$ cat src/rtl/calc_pkg.sv
// calc_pkg: shared opcode, register-control and ALU-op definitions for the
// calculator control sequencer and its multiplier.
package calc_pkg;

    typedef enum logic [2:0] {
        OP_CLRLD = 3'b000,
        OP_ADDLD = 3'b001,
        OP_ADD   = 3'b010,
        OP_DIV2  = 3'b011,
        OP_DISP  = 3'b100,
        OP_SUB   = 3'b101,
        OP_MUL   = 3'b110,
        OP_NOP   = 3'b111
    } opcode_t;

    // Per-register control code produced by the decoder.
    typedef enum logic [1:0] {
        RC_HOLD  = 2'b00,
        RC_LOAD  = 2'b01,
        RC_SHR   = 2'b10,
        RC_CLEAR = 2'b11
    } regctl_t;

    localparam logic ALU_ADD = 1'b0;
    localparam logic ALU_SUB = 1'b1;

    typedef enum logic {
        ST_IDLE = 1'b0,
        ST_MUL  = 1'b1
    } state_t;

endpackage

$ cat src/rtl/calc_mul_seq.sv
// calc_mul_seq: iterative shift-add unsigned multiplier, one multiplier bit
// per cycle, W cycles per product.
//   clk, rst : clock, synchronous active-high reset
//   start    : latch a/b and begin (ignored while busy)
//   a, b     : multiplicand, multiplier (W bits)
//   busy     : multiplication in progress
//   valid    : combinational, high in the last iteration cycle; prod is final
//   prod     : 2W-bit product, valid together with valid
module calc_mul_seq
    import calc_pkg::*;
#(
    parameter int W     = 8,
    parameter int CNT_W = $clog2(W) + 1
) (
    input  logic           clk,
    input  logic           rst,
    input  logic           start,
    input  logic [W-1:0]   a,
    input  logic [W-1:0]   b,
    output logic           busy,
    output logic           valid,
    output logic [2*W-1:0] prod
);

    localparam logic [CNT_W-1:0] LAST = CNT_W'(W - 1);

    logic [CNT_W-1:0] cnt;
    logic [2*W-1:0]   mcand;
    logic [W-1:0]     mplier;
    logic [2*W-1:0]   acc;
    logic [2*W-1:0]   acc_next;

    // The final partial sum is exposed combinationally so the caller can
    // commit it on the same edge that ends the last iteration.
    assign acc_next = acc + (mplier[0] ? mcand : '0);
    assign valid    = busy && (cnt == LAST);
    assign prod     = acc_next;

    always_ff @(posedge clk) begin
        if (rst) begin
            busy   <= 1'b0;
            cnt    <= '0;
            mcand  <= '0;
            mplier <= '0;
            acc    <= '0;
        end else if (start && !busy) begin
            busy   <= 1'b1;
            cnt    <= '0;
            mcand  <= {{W{1'b0}}, a};
            mplier <= b;
            acc    <= '0;
        end else if (busy) begin
            acc    <= acc_next;
            mcand  <= mcand << 1;
            mplier <= mplier >> 1;
            if (cnt == LAST) begin
                busy <= 1'b0;
                cnt  <= '0;
            end else begin
                cnt <= cnt + CNT_W'(1);
            end
        end
    end

endmodule

$ cat src/rtl/calc_ctrl_seq.sv
// calc_ctrl_seq: calculator control unit with X/Y/Z datapath, valid/ready
// instruction issue, single-cycle ALU ops and a multi-cycle MUL.
//   clk, rst          : clock, synchronous active-high reset
//   instr, data_in    : opcode and operand, qualified by instr_valid
//   instr_valid/ready : issue handshake; accepted when both high at an edge
//   z_out             : display register Z
//   x_out, y_out      : debug views of X and Y
//   ovf               : carry/borrow/product-overflow of last arithmetic op
//   done              : one-cycle pulse after an instruction commits
//
// state   | meaning
// IDLE    | ready; non-MUL ops commit at the accepting edge
// MUL     | multiplier running, issue stalled until Y/ovf are written
module calc_ctrl_seq
    import calc_pkg::*;
#(
    parameter int W     = 8,
    parameter int CNT_W = $clog2(W) + 1
) (
    input  logic         clk,
    input  logic         rst,
    input  logic [2:0]   instr,
    input  logic         instr_valid,
    output logic         instr_ready,
    input  logic [W-1:0] data_in,
    output logic [W-1:0] z_out,
    output logic [W-1:0] x_out,
    output logic [W-1:0] y_out,
    output logic         ovf,
    output logic         done
);

    state_t         state;
    logic [W-1:0]   x_q, y_q, z_q;
    opcode_t        op;
    regctl_t        x_ctl, y_ctl, z_ctl, ovf_ctl;
    logic           alu_op;
    logic [W:0]     alu_res;
    logic           accept, mul_start;
    logic           mul_busy, mul_valid;
    logic [2*W-1:0] mul_prod;

    assign op        = opcode_t'(instr);
    assign accept    = instr_valid && instr_ready;
    assign mul_start = accept && (op == OP_MUL);

    // ovf_ctl reuses the register-control codes: LOAD takes the ALU carry.
    always_comb begin
        x_ctl   = RC_HOLD;
        y_ctl   = RC_HOLD;
        z_ctl   = RC_HOLD;
        ovf_ctl = RC_HOLD;
        alu_op  = ALU_ADD;
        case (op)
            OP_CLRLD: begin x_ctl = RC_LOAD; y_ctl = RC_CLEAR; z_ctl = RC_CLEAR; ovf_ctl = RC_CLEAR; end
            OP_ADDLD: begin x_ctl = RC_LOAD; y_ctl = RC_LOAD; ovf_ctl = RC_LOAD; end
            OP_ADD:   begin y_ctl = RC_LOAD; ovf_ctl = RC_LOAD; end
            OP_DIV2:  begin y_ctl = RC_SHR; end
            OP_DISP:  begin z_ctl = RC_LOAD; x_ctl = RC_CLEAR; y_ctl = RC_CLEAR; end
            OP_SUB:   begin y_ctl = RC_LOAD; ovf_ctl = RC_LOAD; alu_op = ALU_SUB; end
            default:  ;
        endcase
    end

    // Bit W is the carry for ADD and the borrow (X > Y) for SUB.
    assign alu_res = (alu_op == ALU_SUB) ? ({1'b0, y_q} - {1'b0, x_q})
                                         : ({1'b0, y_q} + {1'b0, x_q});

    calc_mul_seq #(.W(W), .CNT_W(CNT_W)) u_mul (
        .clk   (clk),
        .rst   (rst),
        .start (mul_start),
        .a     (y_q),
        .b     (x_q),
        .busy  (mul_busy),
        .valid (mul_valid),
        .prod  (mul_prod)
    );

    always_ff @(posedge clk) begin
        if (rst) begin
            state       <= ST_IDLE;
            x_q         <= '0;
            y_q         <= '0;
            z_q         <= '0;
            ovf         <= 1'b0;
            done        <= 1'b0;
            instr_ready <= 1'b1;
        end else begin
            done <= 1'b0;
            case (state)
                ST_IDLE: begin
                    if (accept) begin
                        if (op == OP_MUL) begin
                            state       <= ST_MUL;
                            instr_ready <= 1'b0;
                        end else begin
                            case (x_ctl)
                                RC_LOAD:  x_q <= data_in;
                                RC_SHR:   x_q <= x_q >> 1;
                                RC_CLEAR: x_q <= '0;
                                default:  ;
                            endcase
                            case (y_ctl)
                                RC_LOAD:  y_q <= alu_res[W-1:0];
                                RC_SHR:   y_q <= {1'b0, y_q[W-1:1]};
                                RC_CLEAR: y_q <= '0;
                                default:  ;
                            endcase
                            case (z_ctl)
                                RC_LOAD:  z_q <= y_q;
                                RC_CLEAR: z_q <= '0;
                                default:  ;
                            endcase
                            case (ovf_ctl)
                                RC_LOAD:  ovf <= alu_res[W];
                                RC_CLEAR: ovf <= 1'b0;
                                default:  ;
                            endcase
                            done <= 1'b1;
                        end
                    end
                end
                ST_MUL: begin
                    if (mul_valid) begin
                        y_q         <= mul_prod[W-1:0];
                        ovf         <= |mul_prod[2*W-1:W];
                        done        <= 1'b1;
                        instr_ready <= 1'b1;
                        state       <= ST_IDLE;
                    end else if (!mul_busy) begin
                        // Multiplier idle without a result: recover to IDLE.
                        instr_ready <= 1'b1;
                        state       <= ST_IDLE;
                    end
                end
                default: begin
                    state       <= ST_IDLE;
                    instr_ready <= 1'b1;
                end
            endcase
        end
    end

    assign x_out = x_q;
    assign y_out = y_q;
    assign z_out = z_q;

endmodule
$ cat config.mk
export PLATFORM = sky130hd
export DESIGN_NAME = calc_ctrl_seq
export DESIGN_NICKNAME = d
export VERILOG_FILES = /design/src/rtl/calc_pkg.sv /design/src/rtl/calc_mul_seq.sv /design/src/rtl/calc_ctrl_seq.sv
export SDC_FILE = /design/constraint.sdc
export NUM_CORES = 1
export LEC_CHECK = 0
export ABC_AREA = 0
export ABC_CLOCK_PERIOD_IN_PS = 5800
export BUFFER_PORTS_ARGS = -buffer_cell sky130_fd_sc_hd__buf_4
export CAP_MARGIN = 20
export CORE_UTILIZATION = 50
export DETAILED_ROUTE_END_ITERATION = 10
export PLACE_DENSITY = 0.69
export SYNTH_ARGS = -nofsm -noshare
export SYNTH_HDL_FRONTEND = slang
export SYNTH_HIERARCHICAL = 1
export SYNTH_SLANG_ARGS = --single-unit
$ cat constraint.sdc
create_clock -name clk -period 5.8 [get_ports clk]
set_input_delay 0.29 -clock clk [delete_from_list [all_inputs] [get_ports clk]]
set_output_delay 0.29 -clock clk [all_outputs]
set_load 0.02 [all_outputs]
==> impl_metrics.env <==
export IMPL_min_path_type="in2reg"
export IMPL_cts_hold_buf=0
export IMPL_peakVddDrop_v=0.000206
export IMPL_track_usage=0.247
export IMPL_clkPwrFrac=0.389
export IMPL_synth_edff_count=0
export IMPL_hold_ws_ns=0.202
export IMPL_root_buffer="clkbuf_8"
export IMPL_drcViolationCount=0
export IMPL_postSynth_asyncResetShare=0
export IMPL_pre_cts_ws_ns=2.78
export IMPL_r2r_end="ovf"
export IMPL_synth_common_cells="nor2_1, dfxtp_1, a21oi_1"
export IMPL_clkTransAtPathRegs_ns=0.08
export IMPL_finalSetupTns_ns=0
export IMPL_place_gp_congestion=0.936
export IMPL_reg2reg_depth=12
export IMPL_dpl_hpwl_um=7540
export IMPL_ys_types=61
export IMPL_initial_utilization=0.521
export IMPL_yosysTopAreaCell="dfxtp_1"
export IMPL_synth_nets=564
export IMPL_cp_end_kind="register"
export IMPL_critPathRequiredTime_ns=6.03
export IMPL_die_w_um=95.0
export IMPL_yosys_top_cells_area="dfxtp_1, mux2i_1, nor2_1"
export IMPL_via_per_inst=5.74
export IMPL_numPortBuffers=40
export IMPL_htreeDepth=3
export IMPL_overflow=0
export IMPL_crit_end="ovf"
export IMPL_synthFlopType="dfxtp_1"
export IMPL_wirelength_um=10500
export IMPL_hold_viol=0
export IMPL_p_switching_mw=0.345
export IMPL_swShare=0.276
export IMPL_grt_max_degree=59
export IMPL_pwr_share_seq=0.428
export IMPL_r2r_start="u_mul/mplier[0]"
export IMPL_dieArea_sq_um=9020
export IMPL_critPathLaunch="u_mul/mplier[0]"
export IMPL_arrival_ns=3.29
export IMPL_dr_pass1_iters=5
export IMPL_worst_skew_pair_late_latency_ns=0.35
export IMPL_worst_pin_slew_ns=1.04
export IMPL_drive_gt1_frac=0.130
export IMPL_syn_area_per_cell_sq_um=8.27
export IMPL_period_share=0.527
export IMPL_io_pins=41
export IMPL_netlist_instances=523
export IMPL_grt_pass1_vias=3490
export IMPL_clk_path_buf_depth=2
export IMPL_antenna_found_initial=0
export IMPL_p_comb_frac=0.182
export IMPL_p_total_mw=1.25
export IMPL_drt_iter0_markers=214
export IMPL_setup_viol=0
export IMPL_avgRoutedWirePerCell_um=16.0
export IMPL_cap_violations=0
export IMPL_antenna_cells=0
export IMPL_grt_pass1_wl_um=17300
export IMPL_ys_warnings_count=6
export IMPL_crit_type="reg2reg"
export IMPL_p_leak_nw=2.03
export IMPL_regToRegSetupSlack_ns=2.74
export IMPL_syn_area_sq_um=4320
export IMPL_slew_violations=0
export IMPL_max_freq_ghz=0.327
export IMPL_worstPathMaxFanout=17
export IMPL_final_core_util=0.591
export IMPL_synth_top_cell_area_share=0.338
export IMPL_clkSinkCount=73
export IMPL_period_minus_slack_ns=3.06
export IMPL_status="finished clean"
export IMPL_startpoint_type="register"
export IMPL_relSlewSlack=0.306
export IMPL_p_per_area_nw_per_um2=256
export IMPL_finalWorstSetupSlack_ns=2.74
export IMPL_nets=591
export IMPL_syn_to_final_growth_pct=13.4
export IMPL_finClkSkew_ns=0.0116
export IMPL_postRouteAntennaNets=0
export IMPL_ys_seq_area_frac=0.338
export IMPL_rows=33
export IMPL_coreArea_sq_um=8300
export IMPL_cts_tree="yes"
export IMPL_ys_ff_latch=73
export IMPL_synth_most_common_cell="nor2_1"
export IMPL_post_cts_buffers=0
export IMPL_cts_resized=0
export IMPL_p_int_mw=0.907
export IMPL_rsz0062_at_grt="false"
export IMPL_cts_buffers=9
export IMPL_dieHeight_um=95.0
export IMPL_vias=3782
[power by group through the flow]
| stage | Combinational [mW] | Clock, mW | Sequential [mW] |
|---|---|---|---|
| final | 0.228 | 0.488 | 0.537 |
| after global routing | 0.252 | 0.522 | 0.538 |
| after CTS | 0.226 | 0.499 | 0.536 |
| after detailed placement | 0.226 | 0 | 0.548 |
| after global placement | 0.221 | 0 | 0.548 |
| after floorplan | 0.156 | 0 | 0.553 |
[critical path, stage by stage (launching register included)]
cell and delay (ns):
dfxtp_1 0.45, and2_1 0.21, ha_1 0.20, fa_1 0.41, a21o_1 0.22, a221oi_2 0.39
o21ai_2 0.14, a21oi_2 0.17, xnor2_1 0.10, nor4_1 0.29, nand4_1 0.14, o211ai_1 0.15
nand2_1 0.08
[layout by cell type, fill, tap and decap left out, types with 4 or more instances in the layout]
cell and count:
a211oi_1 7, clkbuf_8 10, nor2_1 87, inv_1 12
buf_4 42, nand2_1 35, nand4_1 5, o21ai_0 10
a21oi_1 57, mux2i_1 37, nor3_1 10, xnor2_1 15
and2_1 19, or3_1 4, xor2_1 8, a22o_1 6
ha_1 25, and3_1 4, o21ai_1 4, a22oi_1 9
nand3_1 13, dfxtp_1 72, a21o_1 6
[worst min-delay path by stage]
stage | start | to | cells past startpoint
floorplan | data_in[0] | x_out[0] | 2
global placement | u_mul/cnt[3] | u_mul/cnt[3] | 2
detailed placement | u_mul/acc[13] | u_mul/acc[13] | 2
CTS | data_in[1] | x_out[1] | 3
global route | data_in[2] | x_out[2] | 3
finish | data_in[1] | x_out[1] | 3
[cell type report]
cell class	count	area [sq um]
flip-flops and latches	73	1460
multi-input cells	412	2710
clock inverters	5	104
repair buffers	42	315
inverters	12	45.0
fillers	772	3400
clock buffers	10	138
well taps	105	131
[per-stage QoR]
step,cell area [sq um],instances
2_1_floorplan,4320,523
3_3_place_gp,4660,644
3_5_place_dp,4660,644
4_1_cts,4900,659
5_1_grt,4900,659
6_report,4900,659
[kinds of logic after synthesis]
| logic type | after synthesis | synth area share |
|---|---|---|
| simple gates | 194 | 0.209 |
| compound gates | 130 | 0.200 |
| flops | 73 | 0.338 |
| buf+inv | 38 | 0.0362 |
| mux | 38 | 0.0883 |
| fa+ha+maj | 27 | 0.0816 |
| xor+xnor | 23 | 0.0466 |
[sequential cells by signal, indices dropped and copies added (netlist names)]
name / count
state: 1
ovf: 1
z_out: 8
u_mul/acc: 16
u_mul/cnt: 4
u_mul/mplier: 8
u_mul/busy: 1
instr_ready: 1
y_out: 8
done: 1
u_mul/mcand: 16
x_out: 8
[routing by layer]
layer / wire, um / track usage
met4: 112 / 0.0669
met5: 0 / 0
met2: 5030 / 0.405
met3: 373 / 0.0451
met1: 5010 / 0.330
(Power assumes the default switching activity.)
